===== config.mk =====
export PLATFORM = sky130hd
export DESIGN_NAME = pe_mac_drain
export DESIGN_NICKNAME = d
export VERILOG_FILES = /design/src/rtl/pe_pkg.sv /design/src/rtl/pe_mac_drain_requant.sv /design/src/rtl/pe_mac_drain.sv
export SDC_FILE = /design/constraint.sdc
export NUM_CORES = 1
export LEC_CHECK = 0
export CORE_UTILIZATION = 46
export DETAILED_ROUTE_END_ITERATION = 8
export PLACE_DENSITY = 0.63
export SYNTH_ARGS = -nofsm -noshare
export SYNTH_HDL_FRONTEND = slang
export SYNTH_SLANG_ARGS = --single-unit

===== constraint.sdc =====
create_clock -name clk -period 15.95 [get_ports clk]
set_input_delay 3.9875 -clock clk [delete_from_list [all_inputs] [get_ports clk]]
set_output_delay 3.9875 -clock clk [all_outputs]
set_load 0.03 [all_outputs]

===== src/rtl/pe_pkg.sv =====
// Shared widths, drain-state encoding and saturating arithmetic helpers
// for the systolic MAC processing element.
package pe_pkg;

    localparam int PE_DATA_W = 16;
    localparam int PE_ACC_W  = 40;
    localparam int PE_FRAC_W = 8;

    typedef enum logic {
        EMPTY = 1'b0,
        LOCAL = 1'b1
    } drain_st_t;

    // Helpers work on 64-bit carriers so any ACC_W up to 62 fits.
    function automatic logic signed [63:0] sat_clamp(
        input logic signed [63:0] x,
        input int                 w
    );
        logic signed [63:0] hi;
        logic signed [63:0] lo;
        hi = (64'sd1 <<< (w - 1)) - 64'sd1;
        lo = -(64'sd1 <<< (w - 1));
        if (x > hi)
            return hi;
        else if (x < lo)
            return lo;
        else
            return x;
    endfunction

    function automatic logic signed [63:0] sat_add(
        input logic signed [63:0] a,
        input logic signed [63:0] b,
        input int                 w
    );
        return sat_clamp(a + b, w);
    endfunction

    function automatic logic signed [63:0] rnd_shift(
        input logic signed [63:0] x,
        input int                 frac
    );
        return (x + (64'sd1 <<< (frac - 1))) >>> frac;
    endfunction

    function automatic logic signed [63:0] rnd_sat(
        input logic signed [63:0] x,
        input int                 frac,
        input int                 w
    );
        return sat_clamp(rnd_shift(x, frac), w);
    endfunction

endpackage


===== src/rtl/pe_mac_drain_requant.sv =====
// Round-half-up and saturate an accumulator down to the output width.
module pe_requant
    import pe_pkg::*;
#(
    parameter int ACC_W  = PE_ACC_W,
    parameter int DATA_W = PE_DATA_W,
    parameter int FRAC_W = PE_FRAC_W
) (
    input  logic signed [ACC_W-1:0]  acc,
    output logic signed [DATA_W-1:0] q,
    output logic                     sat
);

    logic signed [63:0] t;

    always_comb begin
        t   = rnd_shift(64'(acc), FRAC_W);
        q   = DATA_W'(rnd_sat(64'(acc), FRAC_W, DATA_W));
        sat = 64'(q) != t;
    end

endmodule


===== src/rtl/pe_mac_drain.sv =====
// Output-stationary systolic PE: operand forwarding, saturating MAC,
// requantization and a single-entry valid/ready drain chain stage.
module pe_mac_drain
    import pe_pkg::*;
#(
    parameter int DATA_W    = PE_DATA_W,
    parameter int ACC_W     = PE_ACC_W,
    parameter int FRAC_W    = PE_FRAC_W,
    parameter int MULT_PIPE = 0
) (
    input  logic              clk,
    input  logic              rst,
    input  logic              in_valid,
    input  logic              in_first,
    input  logic              in_last,
    input  logic [DATA_W-1:0] in_a,
    input  logic [DATA_W-1:0] in_b,
    output logic              out_valid,
    output logic              out_first,
    output logic              out_last,
    output logic [DATA_W-1:0] out_a,
    output logic [DATA_W-1:0] out_b,
    input  logic              drain_in_valid,
    input  logic [DATA_W-1:0] drain_in_data,
    output logic              drain_in_ready,
    output logic              drain_out_valid,
    output logic [DATA_W-1:0] drain_out_data,
    input  logic              drain_out_ready,
    output logic              sat_flag,
    output logic              ovr_flag
);

    logic signed [2*DATA_W-1:0] prod;
    logic signed [2*DATA_W-1:0] pp;
    logic                       pv;
    logic                       pf;
    logic                       pl;

    logic signed [ACC_W-1:0]    acc;
    logic signed [ACC_W-1:0]    acc_nxt;
    logic signed [63:0]         base;
    logic signed [63:0]         raw;
    logic signed [63:0]         sum;
    logic                       acc_sat;
    logic signed [DATA_W-1:0]   q;
    logic                       q_sat;

    logic [DATA_W-1:0]          res;
    drain_st_t                  st;
    drain_st_t                  st_nxt;
    logic                       fin;
    logic                       loadable;
    logic                       move;
    logic                       res_load;
    logic                       ovr;
    logic                       take_up;

    always_ff @(posedge clk or posedge rst) begin
        if (rst) begin
            out_valid <= 1'b0;
            out_first <= 1'b0;
            out_last  <= 1'b0;
            out_a     <= '0;
            out_b     <= '0;
        end else begin
            out_valid <= in_valid;
            out_first <= in_first;
            out_last  <= in_last;
            out_a     <= in_a;
            out_b     <= in_b;
        end
    end

    assign prod = $signed(in_a) * $signed(in_b);

    generate
        if (MULT_PIPE != 0) begin : g_pipe
            always_ff @(posedge clk or posedge rst) begin
                if (rst) begin
                    pv <= 1'b0;
                    pf <= 1'b0;
                    pl <= 1'b0;
                    pp <= '0;
                end else begin
                    pv <= in_valid;
                    pf <= in_first;
                    pl <= in_last;
                    pp <= prod;
                end
            end
        end else begin : g_comb
            assign pv = in_valid;
            assign pf = in_first;
            assign pl = in_last;
            assign pp = prod;
        end
    endgenerate

    always_comb begin
        base    = pf ? 64'sd0 : 64'(acc);
        raw     = base + 64'(pp);
        sum     = sat_add(base, 64'(pp), ACC_W);
        acc_nxt = ACC_W'(sum);
        acc_sat = sum != raw;
    end

    pe_requant #(
        .ACC_W  (ACC_W),
        .DATA_W (DATA_W),
        .FRAC_W (FRAC_W)
    ) u_requant (
        .acc (acc_nxt),
        .q   (q),
        .sat (q_sat)
    );

    assign fin      = pv & pl;
    assign loadable = !drain_out_valid || drain_out_ready;

    always_ff @(posedge clk or posedge rst) begin
        if (rst)
            st <= EMPTY;
        else
            st <= st_nxt;
    end

    always_comb begin
        st_nxt = st;
        unique case (st)
            EMPTY: if (fin) st_nxt = LOCAL;
            LOCAL: if (loadable && !fin) st_nxt = EMPTY;
            default: st_nxt = EMPTY;
        endcase
    end

    // A held result blocks upstream traffic until it has moved on.
    always_comb begin
        move           = (st == LOCAL) && loadable;
        res_load       = fin && ((st == EMPTY) || move);
        ovr            = fin && (st == LOCAL) && !loadable;
        drain_in_ready = loadable && (st == EMPTY);
        take_up        = drain_in_valid && drain_in_ready;
    end

    always_ff @(posedge clk or posedge rst) begin
        if (rst) begin
            acc             <= '0;
            res             <= '0;
            drain_out_valid <= 1'b0;
            drain_out_data  <= '0;
            sat_flag        <= 1'b0;
            ovr_flag        <= 1'b0;
        end else begin
            if (pv)
                acc <= acc_nxt;
            if (res_load)
                res <= q;
            if (move) begin
                drain_out_valid <= 1'b1;
                drain_out_data  <= res;
            end else if (take_up) begin
                drain_out_valid <= 1'b1;
                drain_out_data  <= drain_in_data;
            end else if (drain_out_ready) begin
                drain_out_valid <= 1'b0;
            end
            sat_flag <= sat_flag | (pv & acc_sat) | (fin & q_sat);
            ovr_flag <= ovr_flag | ovr;
        end
    end

endmodule


==> flow_metrics.py, run 1 <==
metrics = {
    "cells_and_area": {
        "multi_input_area_um2": 14900,
        "fill_cells": 4016,
        "nets": 2808,
        "antenna_cells": 0,
        "syn_to_final_growth_pct": 10.4,
        "layoutNonFillerInstCount": 2833,
        "seqCellArea_um2": 2780,
        "drive_gt1_share_pct": 4.88,
    },
    "synthesis": {
        "synthesis.instances": 2218,
        "ys_top_cells_by_area": "fa_1, dfrtp_1, inv_1",
        "synth-seq-cells": 111,
        "synth.distinct_cells": 91,
        "async_flop_share_pct": 100,
        "yosys_warnings": 0,
        "syn_area_per_cell_um2": 8.88,
        "ys_seq_area_share_pct": 14.1,
        "yosys.area_share.simple_pct": 18.6,
        "yosysTopAreaCell": "fa_1",
        "syn-cell-area_um2": 19700,
        "synth_nets": 2737,
        "synth_top_flop_cell": "dfrtp_1",
        "synthTopCellsByCount": "inv_1, fa_1, nand2_1",
        "synth_fa_ha_area_share_pct": 42.5,
        "synth-edff-count": 0,
        "synth.area.mux_share_pct": 0.318,
        "synth_top_family_by_area": "adder cells",
        "synth_compound_area_share_pct": 11.7,
        "yosysMostFrequentCell": "inv_1",
        "synth_top_area_share_pct": 34.6,
        "synth_xor_xnor_area_share_pct": 2.49,
    },
    "critical_path": {
        "critPathKind": "in -> reg",
        "crit_top_cell": "fa_1",
        "path_max_fanout": 12,
        "worst-path-buf-inv": 6,
        "cp-end-kind": "flip-flop",
        "cpPeakStageDelay_ns": 0.77,
        "cp_top_family": "adder cells",
        "crit_arrival_ns": 15.26,
        "startpoint_type": "input port",
        "critical_path_required_ns": 16.25,
        "crit_slowest_cell": "fa_1",
    },
    "routing": {
        "vias_per_cell": 5.39,
        "ant_nets": 0,
        "drc_errors": 0,
        "wl_um": 53100,
        "dr.pass1.iters": 5,
        "drt_iter0_markers": 830,
        "routedWlPerCell_um": 18.8,
        "num_vias": 15300,
    },
    "clock_tree": {
        "clk_pin_slew_ns": 0.09,
        "clock-sinks": 111,
        "root_buffer": "clkbuf_16",
        "htreeDepth": 3,
        "clkLatencyLatePin_ns": 0.41,
        "ctsHoldBuffers": 0,
        "cts_buffers": 9,
        "cts_tree": "done",
        "clk_path_buf_depth": 2,
    },
    "timing": {
        "finalSetupTns_ns": 0,
        "hold_viol": 0,
        "tightest_slew_ns": 1.13,
        "finClkSkew_ns": 0.0207,
        "fin_ws_ns": 0.992,
        "drv_slew": 0,
        "fin_crit_sh_pct": 93.8,
        "timing.final.setup_violations": 0,
        "rsz0062_at_grt": "no",
        "relSlewSlack_pct": 24.0,
        "fmax_ghz": 0.0669,
        "post-route-min-period_ns": 14.96,
    },
    "placement": {
        "dp_slack_ns": 0.290,
        "globalplace.congestion": 0.906,
        "place_hpwl_um": 43800,
        "place_inst": 2817,
        "portBuffers": 109,
    },
    "status": {
        "status": "completed",
    },
    "worst_hold_path": {
        "hold_class": "reg -> reg",
    },
    "floorplanning": {
        "coreArea_um2": 42000,
        "ios": 110,
        "die_width_um": 209,
        "die_y_um": 209,
        "row_count": 75,
        "die_area_um2": 43600,
        "start_util_pct": 46.8,
    },
    "grt": {
        "grt_overflow_total": 0,
        "track_usage_pct": 26.2,
        "grt_pass1_wl_um": 90300,
        "grt_pass1_vias": 16600,
        "grt_max_degree": 84,
        "antenna_found_initial": 0,
    },
    "run": {
        "drv_cap": 0,
    },
}
cell usage in the layout, fill, tap and decap left out, types with 21 or more instances in the layout:
| master | n |
|---|---|
| ha_1 | 124 |
| nand4_1 | 25 |
| xnor2_1 | 32 |
| clkdlybuf4s50_1 | 107 |
| nor2_1 | 157 |
| nor2b_1 | 47 |
| a31oi_1 | 21 |
| a21o_1 | 23 |
| a21oi_1 | 117 |
| buf_4 | 52 |
| o21ai_0 | 59 |
| and2_1 | 138 |
| nand2_1 | 209 |
| dfrtp_1 | 111 |
| fa_1 | 340 |
| inv_1 | 425 |
| xor2_1 | 24 |
tightest hold or removal path: stages (launching register included):
cell and delay (ns):
dfrtp_1 0.35, nand2_1 0.05, o21ai_0 0.06
state kept, by name, summed over array words and instances, names as in the netlist:
name             flops
out_a               16
res                 16
out_last             1
acc                 40
st                   1
drain_out_data      16
ovr_flag             1
drain_out_valid      1
out_b               16
out_first            1
sat_flag             1
out_valid            1
routing by layer:
layer | vias up | part of all wire [%] | GRT usage [%]
met2 | 376 | 48 | 43.1
li1 | 7153 | - | -
met1 | 7691 | 46 | 37.1
met3 | 55 | 3.7 | 2.49
met5 | - | 0 | 0
met4 | 0 | 1.8 | 6.90
cell type report:
class	instances	area share, %
multi-input cells	1578	68.4
flip-flops and latches	111	12.8
inverters	428	7.40
repair buffers	161	6.80
well taps	539	3.10
clock buffers	9	1.04
clock inverters	7	0.432
kinds of logic after synthesis:
family	count (synthesis)
adder cells (fa/ha/maj)	464
buffers and inverters	529
AO/OA/AOI/OAI	342
multiplexers	6
flip-flops	111
AND/OR/NAND/NOR	710
XOR/XNOR	56
per-stage QoR:
stage	hold WS (ns)	utilization (%)	instance area, µm²
after floorplan	0.442	-	19700
after global placement	0.457	50.9	21400
after detailed placement	0.464	50.9	21400
after CTS	0.491	51.7	21700
after global routing	0.504	51.7	21700
final	0.485	51.7	21700
final timing paths:
path | depth (start not counted) | start | slack [ns] | endpoint
setup / recovery | 36 | in_b[3] | 0.99 | res[13]
hold / removal | 2 | drain_out_data[5] | 0.49 | drain_out_data[5]
setup reg to reg | 33 | acc[15] | 6.20 | res[13]
hold reg to reg | 2 | drain_out_data[5] | 0.49 | drain_out_data[5]
max in group asynchronous | 3 | rst | 10.61 | acc[39]
min in group asynchronous | 2 | rst | 4.10 | out_b[3]
repair_timing:
action	4_1_cts	5_1_grt
endpoints found under the setup margin	0	2
endpoints found under the hold margin	0	0
resized for setup	0	1
buffers inserted	0	0
Power of run 1 is not shown: default switching activity piles up to over one toggle a cycle in this logic, so the estimate is an artifact.
==> run 2: changes to the inputs <==
==> constraint.sdc (replaced) <==
create_clock -name clk -period 15.95 [get_ports clk]
set_input_delay 1.595 -clock clk [delete_from_list [all_inputs] [get_ports clk]]
set_output_delay 1.595 -clock clk [all_outputs]
set_load 0.03 [all_outputs]
==> run 2 against run 1 <==
- sequential share of layout area grew 0.18 points
- setup slack gained 1.4 ns
- global-route usage is essentially flat
- register-to-register slack lost 0.70 ns
==> flow_metrics.py, run 2 (synthesis results as in run 1) <==
metrics = {
    "clock_tree": {
        "ctsHoldBuffers": 0,
        "clk_pin_slew_ns": 0.09,
        "cts_buffers": 9,
        "root_buffer": "clkbuf_16",
        "cts_setup_buffers": 0,
        "clock-sinks": 111,
        "clk_path_buf_depth": 2,
        "clkLatencyLatePin_ns": 0.41,
        "post_cts_resized": 0,
        "htreeDepth": 3,
        "cts_tree": "done",
    },
    "critical_path": {
        "crit_arrival_ns": 13.89,
        "cpPeakStageDelay_ns": 0.95,
        "cp_top_family": "adder cells",
        "crit_slowest_cell": "fa_1",
        "worst-path-buf-inv": 6,
        "crit_top_cell": "fa_1",
        "startpoint_type": "input port",
        "cp-end-kind": "flip-flop",
        "critical_path_required_ns": 16.26,
        "path_max_fanout": 19,
        "critPathKind": "in -> reg",
    },
    "routing": {
        "vias_per_cell": 5.46,
        "drt_iter0_markers": 1045,
        "routedWlPerCell_um": 18.8,
        "drc_errors": 0,
        "ant_nets": 0,
        "num_vias": 15300,
        "dr.pass1.iters": 6,
        "wl_um": 52600,
    },
    "cells_and_area": {
        "final_cell_mix": "inv_1, fa_1, nand2_1, nor2_1, and2_1",
        "antenna_cells": 0,
        "final_area_um2": 21400,
        "largest_reg_flops": 40,
        "final_common_cell": "inv_1",
        "layoutNonFillerInstCount": 2794,
        "drive_gt1_share_pct": 3.24,
        "top_register": "acc",
        "syn_to_final_growth_pct": 8.89,
        "nets": 2769,
    },
    "status": {
        "status": "completed",
    },
    "timing": {
        "timing.final.setup_violations": 0,
        "whs_ns": 0.485,
        "finalSetupTns_ns": 0,
        "hold_viol": 0,
        "finClkSkew_ns": 0.0118,
        "drv_slew": 0,
        "rsz0062_at_grt": "no",
        "fmax_ghz": 0.0737,
        "post-route-min-period_ns": 13.58,
        "fin_crit_sh_pct": 85.1,
        "tightest_slew_ns": 1.09,
        "relSlewSlack_pct": 26.6,
    },
    "run": {
        "drv_cap": 0,
    },
    "placement": {
        "place_hpwl_um": 43100,
        "globalplace.congestion": 0.894,
        "place_inst": 2778,
        "portBuffers": 109,
        "place_area_um2": 21100,
    },
    "floorplanning": {
        "ios": 110,
        "row_count": 75,
        "die_y_um": 209,
        "coreArea_um2": 42000,
        "die_area_um2": 43600,
        "die_width_um": 209,
        "start_util_pct": 46.8,
    },
    "grt": {
        "grt_use_met2_pct": 43.0,
        "grtUsageMet3_pct": 2.61,
        "grtUsageMet1_pct": 36.7,
        "top_usage_layer": "met2",
        "antenna_found_initial": 0,
        "grt_pass1_wl_um": 89900,
        "grt_max_degree": 84,
        "track_usage_pct": 26.2,
        "grt_overflow_total": 0,
        "grt_pass1_vias": 16600,
    },
    "worst_hold_path": {
        "hold_class": "reg -> reg",
    },
}
## run 2: cell count changes in the layout (fill, tap and decap cells not counted), sizes merged
cell,delta
buf,-39
clkdlybuf4s50,+1
clkinv,-2
dlymetal6s2s,-1
inv,+2
## run 2: through the flow
stage	worst slack, ns	util (%)
final	2.37	51.0
after floorplan	3.91	-
after global routing	1.34	51.0
after detailed placement	1.90	50.2
after global placement	2.16	50.2
after CTS	2.29	51.0
## run 2: cell type report
| cell class | count | area, µm² |
|---|---|---|
| fill | 4002 | 20600 |
| multi-input combinational | 1578 | 14900 |
| sequential | 111 | 2780 |
| inverter | 428 | 1610 |
| timing repair buffer | 122 | 1180 |
| tap | 539 | 674 |
| clock buffer | 9 | 225 |
| clock inverter | 7 | 93.8 |
## run 2: tightest hold or removal path, delay by kind of cell (launching register included)
kind	cells	cell delay, ns
flip-flops	1	0.35
AND/OR/NAND/NOR	1	0.05
AO/OA/AOI/OAI	1	0.06
## run 2: per-layer routing
metal  vias to the layer above  routed length, µm
met3                        71               2010
met2                       350              25400
met5                         -                  0
met1                      7747              23900
li1                       7094                  -
met4                         0               1350
## run 2: worst paths after layout
check	start	endpoint	slack, ns	cells past startpoint
min	res[15]	res[15]	0.49	2
min in group asynchronous	rst	out_a[0]	1.70	2
min reg2reg	res[15]	res[15]	0.49	2
max	in_a[15]	res[1]	2.37	36
max in group asynchronous	rst	acc[32]	13.02	3
max reg2reg	acc[15]	res[1]	5.50	33
Power of run 2 is left out for the same reason.
